### src/rtl/sort_pkg.sv
// Shared definitions for the column top-K sorter and its feeder: default sizes,
// FSM state encoding and the flat-array slice convention.
package sort_pkg;

    localparam int DW_DEFAULT = 14;
    localparam int N_DEFAULT  = 40;
    localparam int K_DEFAULT  = 4;

    typedef enum logic {
        FILL = 1'b0,
        SORT = 1'b1
    } sort_state_e;

    // Entry i of a flat array lives at [i*dw +: dw].
    function automatic int slice_lo(input int idx, input int dw);
        return idx * dw;
    endfunction

endpackage

### src/rtl/sort_feeder_if.sv
// Sample input stream and result output stream of the sorter front end.
// The master side is the environment (sample source / result sink), the slave side is the feeder.
interface sort_feeder_if import sort_pkg::*; #(
    parameter int DW = DW_DEFAULT,
    parameter int K  = K_DEFAULT
) ();

    logic            in_valid;
    logic [DW-1:0]   in_data;
    logic            in_ready;
    logic            res_valid;
    logic [K*DW-1:0] res_data;
    logic            res_ready;

    modport master (
        output in_valid, in_data, res_ready,
        input  in_ready, res_valid, res_data
    );

    modport slave (
        input  in_valid, in_data, res_ready,
        output in_ready, res_valid, res_data
    );

endinterface

### src/rtl/sort_result_slot.sv
// Single-entry valid/ready holding register for sorter results.
// A new capture wins over a consume in the same cycle.
module sort_result_slot import sort_pkg::*; #(
    parameter int W = DW_DEFAULT * K_DEFAULT
) (
    input  logic         clk,
    input  logic         rst,
    input  logic         capture,
    input  logic [W-1:0] cap_data,
    input  logic         res_ready,
    output logic         res_valid,
    output logic [W-1:0] res_data,
    output logic         slot_free
);

    logic         valid_q, valid_d;
    logic [W-1:0] data_q, data_d;

    always_comb begin
        valid_d = valid_q;
        data_d  = data_q;
        if (capture) begin
            valid_d = 1'b1;
            data_d  = cap_data;
        end else if (valid_q && res_ready) begin
            valid_d = 1'b0;
        end
    end

    always_ff @(posedge clk) begin
        if (rst) begin
            valid_q <= 1'b0;
            data_q  <= '0;
        end else begin
            valid_q <= valid_d;
            data_q  <= data_d;
        end
    end

    // Only feeds the feeder's next-state logic, never a registered output directly.
    assign slot_free = !valid_q || res_ready;
    assign res_valid = valid_q;
    assign res_data  = data_q;

endmodule

### src/rtl/sort_feeder.sv
// Packs N accepted samples into the sorter's flat input, runs the start/finish
// handshake with a timeout, and holds the K sorted results for downstream.
module sort_feeder import sort_pkg::*; #(
    parameter int DW  = DW_DEFAULT,
    parameter int N   = N_DEFAULT,
    parameter int K   = K_DEFAULT,
    parameter int TMO = 1024
) (
    input  logic            clk,
    input  logic            rst,
    sort_feeder_if.slave    bus,
    output logic [N*DW-1:0] data_flat,
    output logic            sort_start,
    input  logic            sort_finish,
    input  logic [K*DW-1:0] sorted_flat,
    output logic            busy,
    output logic            err
);

    localparam int CW = (N > 1) ? $clog2(N) : 1;
    localparam int TW = $clog2(TMO);
    localparam logic [CW-1:0] CNT_LAST = CW'(N - 1);
    localparam logic [TW-1:0] TMO_LAST = TW'(TMO - 1);

    sort_state_e     state_q, state_d;
    logic [CW-1:0]   cnt_q, cnt_d;
    logic [TW-1:0]   tmo_q, tmo_d;
    logic [N*DW-1:0] data_flat_q, data_flat_d;
    logic            start_q, start_d;
    logic            err_q, err_d;
    logic            capture;
    logic            slot_free;

    always_comb begin
        state_d     = state_q;
        cnt_d       = cnt_q;
        tmo_d       = tmo_q;
        data_flat_d = data_flat_q;
        start_d     = start_q;
        err_d       = err_q;
        capture     = 1'b0;
        case (state_q)
            FILL: begin
                if (bus.in_valid) begin
                    data_flat_d[slice_lo(int'(cnt_q), DW) +: DW] = bus.in_data;
                    if (cnt_q == CNT_LAST) begin
                        cnt_d   = '0;
                        tmo_d   = '0;
                        start_d = 1'b1;
                        state_d = SORT;
                    end else begin
                        cnt_d = cnt_q + 1'b1;
                    end
                end
            end
            SORT: begin
                // A finished sorter with a full, unconsumed slot stalls here without aging the timeout.
                if (sort_finish) begin
                    if (slot_free) begin
                        capture = 1'b1;
                        start_d = 1'b0;
                        tmo_d   = '0;
                        state_d = FILL;
                    end
                end else if (tmo_q == TMO_LAST) begin
                    err_d   = 1'b1;
                    start_d = 1'b0;
                    tmo_d   = '0;
                    cnt_d   = '0;
                    state_d = FILL;
                end else begin
                    tmo_d = tmo_q + 1'b1;
                end
            end
            default: state_d = FILL;
        endcase
    end

    always_ff @(posedge clk) begin
        if (rst) begin
            state_q     <= FILL;
            cnt_q       <= '0;
            tmo_q       <= '0;
            data_flat_q <= '0;
            start_q     <= 1'b0;
            err_q       <= 1'b0;
        end else begin
            state_q     <= state_d;
            cnt_q       <= cnt_d;
            tmo_q       <= tmo_d;
            data_flat_q <= data_flat_d;
            start_q     <= start_d;
            err_q       <= err_d;
        end
    end

    sort_result_slot #(
        .W (K * DW)
    ) u_slot (
        .clk       (clk),
        .rst       (rst),
        .capture   (capture),
        .cap_data  (sorted_flat),
        .res_ready (bus.res_ready),
        .res_valid (bus.res_valid),
        .res_data  (bus.res_data),
        .slot_free (slot_free)
    );

    assign bus.in_ready = (state_q == FILL);
    assign busy         = (state_q == SORT);
    assign sort_start   = start_q;
    assign err          = err_q;
    assign data_flat    = data_flat_q;

endmodule

### src/flat_wrapper.sv
// flat-port wrapper written by rule: the top's interface ports become plain ports
module sort_feeder_flat import sort_pkg::*;
#(
    parameter int DW  = DW_DEFAULT,
    parameter int N   = N_DEFAULT,
    parameter int K   = K_DEFAULT,
    parameter int TMO = 1024
)
  (clk, rst, data_flat, sort_start, sort_finish, sorted_flat, busy, err, bus_in_valid, bus_in_data, bus_res_ready, bus_in_ready, bus_res_valid, bus_res_data);
  sort_feeder_if #(.DW(DW), .K(K)) bus_i ();
  input  logic clk;
  input  logic rst;
  output logic [N*DW-1:0] data_flat;
  output logic sort_start;
  input  logic sort_finish;
  input  logic [K*DW-1:0] sorted_flat;
  output logic busy;
  output logic err;
  input wire logic [$bits(bus_i.in_valid)-1:0] bus_in_valid;
  input wire logic [$bits(bus_i.in_data)-1:0] bus_in_data;
  input wire logic [$bits(bus_i.res_ready)-1:0] bus_res_ready;
  output wire logic [$bits(bus_i.in_ready)-1:0] bus_in_ready;
  output wire logic [$bits(bus_i.res_valid)-1:0] bus_res_valid;
  output wire logic [$bits(bus_i.res_data)-1:0] bus_res_data;
  assign bus_i.in_valid = bus_in_valid;
  assign bus_i.in_data = bus_in_data;
  assign bus_i.res_ready = bus_res_ready;
  assign bus_in_ready = bus_i.in_ready;
  assign bus_res_valid = bus_i.res_valid;
  assign bus_res_data = bus_i.res_data;
  sort_feeder #(.DW(DW), .N(N), .K(K), .TMO(TMO)) u_core (.clk(clk), .rst(rst), .bus(bus_i), .data_flat(data_flat), .sort_start(sort_start), .sort_finish(sort_finish), .sorted_flat(sorted_flat), .busy(busy), .err(err));
endmodule
### config.mk
export PLATFORM = sky130hd
export DESIGN_NAME = sort_feeder_flat
export DESIGN_NICKNAME = d
export VERILOG_FILES = /design/src/rtl/sort_pkg.sv /design/src/rtl/sort_feeder_if.sv /design/src/rtl/sort_result_slot.sv /design/src/rtl/sort_feeder.sv /design/src/flat_wrapper.sv
export SDC_FILE = /design/constraint.sdc
export NUM_CORES = 1
export LEC_CHECK = 0
export CAP_MARGIN = 20
export CORE_AREA = 2 2 270 272
export DETAILED_ROUTE_END_ITERATION = 7
export DIE_AREA = 0 0 272 274
export GPL_TIMING_DRIVEN = 0
export PLACE_DENSITY = 0.69
export REMOVE_ABC_BUFFERS = 1
export SYNTH_ARGS = -nofsm -noshare
export SYNTH_HDL_FRONTEND = slang
export SYNTH_SLANG_ARGS = --single-unit
### constraint.sdc
create_clock -name clk -period 5.48 [get_ports clk]
set_input_delay 0.822 -clock clk [delete_from_list [all_inputs] [get_ports clk]]
set_output_delay 0.822 -clock clk [all_outputs]
set_load 0.005 [all_outputs]
After elaboration in Yosys (flattened, before gate mapping)
Cells that the tools add are included.
W data, S select, Z words.
- register bits after elaboration: 636
- input port bits: 75
- output and inout port bits: 621
- word-level logic and storage cells: 62
- add/subtract/negate cells: 3
- $mul: 1
- eq/ne operators: 8
- shifts and indexed selects: 2
- mux-type cells: 29
- bitwise gates (word level): 2
- reduce and logical (&&, ||, !) cells: 9
- operators with widths (cell ; number):
    $bwmux W560 ; 1
    $shift A14 B33 Y560 const A ; 1
    $shiftx A14 B33 Y560 ; 1
    $mux W10 ; 5
    $neg A32 Y33 ; 1
    $mux W6 ; 4
    $pmux W10 S2 ; 1
    $mux W1 ; 15
    $pmux W6 S2 ; 1
    $add A10 B1 Y10 const B ; 1
    $eq A10 B10 Y1 const B ; 1
    $mul A6 B3 Y9 const B ; 1
    $reduce_and A3 Y1 ; 3
    $add A6 B1 Y6 const B ; 1
    $eq A6 B6 Y1 const B ; 1
    $ne A2 B2 Y1 const B ; 3
    $ne A3 B3 Y1 const B ; 2
    $pmux W1 S2 ; 2
    $reduce_and A4 Y1 ; 1
    $ne A2 B1 Y1 const B ; 1
    $not A1 Y1 ; 2
    $reduce_and A2 Y1 ; 1
    $reduce_bool A2 Y1 ; 1
    $logic_and A1 B1 Y1 ; 1
    other kinds (2) ; 2

Depth between registers and ports, before layout
- depth in word-level cells: 6
- depth in mapped cells: 18
- mapped depth without buffers: 15

Cells and area by module
Synthesis repeated with hierarchy kept, for this count alone.
- cells, all modules: 3160
- area total of the unflattened synthesis: 27656.5 um2
- modules (own cells, without submodules) (module ; times used ; cells an instance ; area an instance (um2) ; sequential area each (um2)):
    sort_feeder ; 1 ; 2975 ; 25598.3 ; 11591.1
    sort_result_slot ; 1 ; 185 ; 2058.2 ; 1141.1

Least setup slack after synthesis
OpenSTA, ideal clock, no wires.
- kind: reg2reg
- from: register u_core.cnt_q[2]
- to: register u_core.data_flat_q[322], in the netlist u_core.data_flat[322]
- arrival: 4674 ps
- required time: 5359 ps
- path slack: 686 ps
- stages on the path, launching flop included: 16
- buffers on the path: 2
- period minus slack after synthesis: 4794 ps
- path through: dfxtp_1 -> fa_1 -> ha_1 -> fa_1 -> nand3_1 -> nor3b_1 -> o22ai_1 -> nor3_1 -> ha_1 -> clkbuf_1 -> clkinv_1 -> a311oi_1 -> nand3_1 -> clkbuf_1 -> nor2_1 -> mux2_2
- word-level cells in the longest chain between the ends: 4
- ends and longest elaborated chain (item ; line ; RTL):
    from (decl) ; sort_feeder.sv:26 ; logic [CW-1:0] cnt_q, cnt_d;
    from (signal assigned) ; sort_feeder.sv:89 ; cnt_q <= cnt_d;
    $mul A6 B3 Y9 * ; sort_pkg.sv:16 ; return idx * dw;
    $neg A32 Y33 * ; sort_feeder.sv:45 ; data_flat_d[slice_lo(int'(cnt_q), DW) +: DW] = bus.in_data;
    $shiftx A14 B33 Y560 or $shift A14 B33 Y560 (tied branches) ; sort_feeder.sv:45 ;
    $bwmux W560 * ; sort_feeder.sv:45 ;
    to (signal assigned) ; sort_feeder.sv:91 ; data_flat_q <= data_flat_d;
    to (decl) ; sort_feeder.sv:28 ; logic [N*DW-1:0] data_flat_q, data_flat_d;
Every way passes the cells marked *; elsewhere a longest branch is shown, timed or not.
A chain may end at the register's enable or synchronous reset.

Worst setup path after layout
- from: register u_core.cnt_q[1]
- to: register u_core.data_flat_q[369], in the netlist u_core.data_flat[369]
Same word-level chain as after synthesis.

==> metrics.md <==
| Metric | Value |
|---|---|
| Status | `completed` |
| Tmin final | `5410 ps` |
| Worst Setup EP | `u_core.data_flat[369]` |
| Routed length per instance | `24.0 um` |
| Setup Crit Path Kind | `register to register` |
| Clock Path Buffers | `3` |
| DRT iter0 DRCs | `2956` |
| Skew final | `30.0 ps` |
| Multiplexer area fraction after synthesis | `7.98%` |
| Antenna viol nets, final | `0` |
| Worst Hold Class | `primary input to register` |
| IO buf count | `695` |
| Synth Area per Inst | `8.09 um^2` |
| Post-synthesis cell type count | `78` |
| Die width | `272 um` |
| Core Area | `72000 um^2` |
| Clk_lat worst skew | `630 ps` |
| Cell row count | `99` |
| Die Area | `74500 um^2` |
| Final setup fails | `0` |
| Vias per inst | `5.68` |
| Worst EP arrival | `5900 ps` |
| Count of pins over their slew limit | `0` |
| Worst-path clk slew | `70 ps` |
| Slowest stage delay, CP | `540 ps` |
| Die Ht | `274 um` |
| Hold_ws | `369 ps` |
| Rel. slew slack | `13.7%` |
| Antenna violations before repair | `8` |
| Reg2reg start | `u_core.cnt_q[1]` |
| Initial core utilization | `39.1%` |
| Num CTS Buffers | `73` |
| Critical path's slowest cell | `fa_2` |
| Vias in the first global route | `26600` |
| Worst setup EP type | `register` |
| Gr ovfl total | `0` |
| VDD IR-drop max | `0.000221 V` |
| Post-Syn Instances | `3474` |
| Fin crit share | `98.8%` |
| R2R depth | `17` |
| Worst Path Max Fanout | `42` |
| Power Density | `306 nW/um^2` |
| Hpwl dp | `87.6 mm` |
| Vias | `29000` |
| Largest family of logic cells by synthesized area | `simple AND/OR/NAND/NOR gates` |
| Clk sink count | `636` |
| DR DRC count | `0` |
| Final hold violations | `0` |
| Crit path cell chain | `fa_1 > ha_1 > fa_2 > buf_12 > nor3b_4 > nand2_1 > nor3_1 > ha_4 > clkinv_2 > a311oi_4 > buf_4 > buf_4 > and3_2 > buf_12 > nand3_1 > nand3b_1 > o21ai_0` |
| Clk root buf | `clkbuf_16` |
| Commonest non-fill, non-tap cells in the layout | `694 x clkdlybuf4s50_1, 634 x dfxtp_1, 503 x nor2_1` |
| Share of the synthesized area in the top cell type | `45.3%` |
| Largest cells by area after synthesis | `dfxtp_1 45%, nor2_1 6.8%, a21oi_1 6.6%` |
| Critical Path RT | `5970 ps` |
| Worst Setup SP | `u_core.cnt_q[1]` |
| Worst-margin pin slew | `1290 ps` |
| Pleak | `13.2 nW` |
| Synth warn | `0` |
| Yosys top cell by area | `dfxtp_1` |
| Post-synth EDFFs | `0` |
| FMAX | `185 MHz` |
| Largest net degree at the start of global routing | `149` |
| Register bit total from synthesis | `636` |
| Total Power | `12.1 mW` |
| RePlAce Congestion | `0.953` |
| Post-Synth XOR/XNOR Area | `0.873%` |
| Tot GR Track Use | `31.1%` |
| First-pass GRT wire length | `175 mm` |
| Pre-antenna DRT Iters | `7` |
| Most common cell after layout, fill and taps aside | `clkdlybuf4s50_1` |
| H-tree depth | `3` |
| Main synth FF type | `dfxtp_1` |
| Reg-to-reg setup timing slack | `70 ps` |
| Startpoint types | `register` |
| RR Endpoint | `u_core.data_flat[369]` |
| Ys async rst share | `0%` |
| WL final | `123 mm` |
| Nets | `4181` |
| TritonCTS clock tree | `built` |
| Non-filler cells, final | `5101` |
| WHS Path Cells | `2` |
| Synth Area in Compound Gates | `17.2%` |
| Dpl cells | `4937` |
| Sequential share of the synthesized area | `45.3%` |
| Adder-cell share of the synthesized area | `1.14%` |
| Share of layout cells above drive strength 1 | `8.50%` |
| Simple-Gate Fraction of Synth Area | `23.8%` |
| Post-Synthesis Cell Area | `28100 um^2` |
| Area Growth Syn to Fin | `40.3%` |
| Max-cap violation count | `0` |
| Boundary Pins | `696` |
-- logic make-up (layout without fill, tap and decap cells) --
logic type / Yosys count / in the layout
AO/OA/AOI/OAI: 826 / 826
XOR/XNOR: 23 / 25
adder cells (fa/ha/maj): 22 / 22
buffers and inverters: 261 / 924
flip-flops: 636 / 636
multiplexers: 209 / 209
other: 0 / 1
AND/OR/NAND/NOR: 1497 / 1499
-- stage by stage --
step	worst slack, ps	setup TNS, ps	instance area (um^2)	util, %
2_1_floorplan	-2310	-627560	27100	-
3_3_place_gp	-16290	-8524630	35300	49.0
3_5_place_dp	-2120	-582830	36500	50.7
4_1_cts	-124	-1800	39200	54.5
5_1_grt	-110	-757	39400	54.8
6_report	67.4	0	39400	54.8
-- area by class of cell --
class,instances,area [um^2]
clock inverters,28,345
flip-flops and latches,636,12700
clock buffers,104,2110
well taps,959,1200
inverters,11,42.5
repair buffers,781,8190
diodes,1,2.50
multi-input cells,2581,14800
fillers,6525,32500
-- report_power, final --
group	total, mW	internal, mW	leakage, nW	switching [mW]
registers	4.65	4.64	5.12	0.0129
clock network	5.01	2.91	1.21	2.10
logic	2.41	0.618	6.90	1.79
-- sequential cells by signal (all words and copies together), names as in the netlist --
name	flops
u_core.u_slot.res_data	56
u_core.busy	1
u_core.u_slot.res_valid	1
u_core.tmo_q	10
u_core.err	1
u_core.data_flat	560
u_core.cnt_q	6
u_core.sort_start	1
-- cells in the mapped netlist (36+ instances only) --
cell type,instances
buf_2,36
a211oi_1,84
nand2_1,476
nor2b_1,40
mux2_2,41
dfxtp_1,636
mux2i_1,160
nor2_1,512
a21oi_1,369
o21ai_0,214
clkbuf_1,206
nand2b_1,73
nand3_1,135
nor3_1,118
-- worst min path at each step --
stage,from,to
3_3_place_gp,u_core.err,u_core.err
3_5_place_dp,u_core.data_flat[205],u_core.data_flat[205]
5_1_grt,rst,u_core.u_slot.res_data[13]
2_1_floorplan,u_core.err,u_core.err
6_report,rst,u_core.u_slot.res_data[13]
4_1_cts,rst,u_core.u_slot.res_data[13]
-- layer usage --
layer  up-vias  track usage [%]  wire length [um]
met5         -                0                92
met4        14             16.4              7590
li1      13400                -                 -
met1     13600             36.0             45400
met3       404             10.2             13100
met2      1573             51.3             56400
-- worst max-delay path: cells and delay by family (launching register included) --
| kind | cells | cell delay [ps] |
|---|---|---|
| AOI/OAI and AO/OA | 2 | 420 |
| adders and majority gates | 4 | 1620 |
| buffers and inverters | 5 | 1090 |
| DFF | 1 | 500 |
| and+or+nand+nor | 6 | 1570 |
-- timing repair --
action / in CTS / in global routing
pin swaps: 7 / 4
hold buffers: 0 / 0
gates resized for setup: 17 / 16
setup buffers: 12 / 10
endpoints found under the setup margin: 558 / 320
cloned: 3 / 1
(Power assumes the default switching activity.)
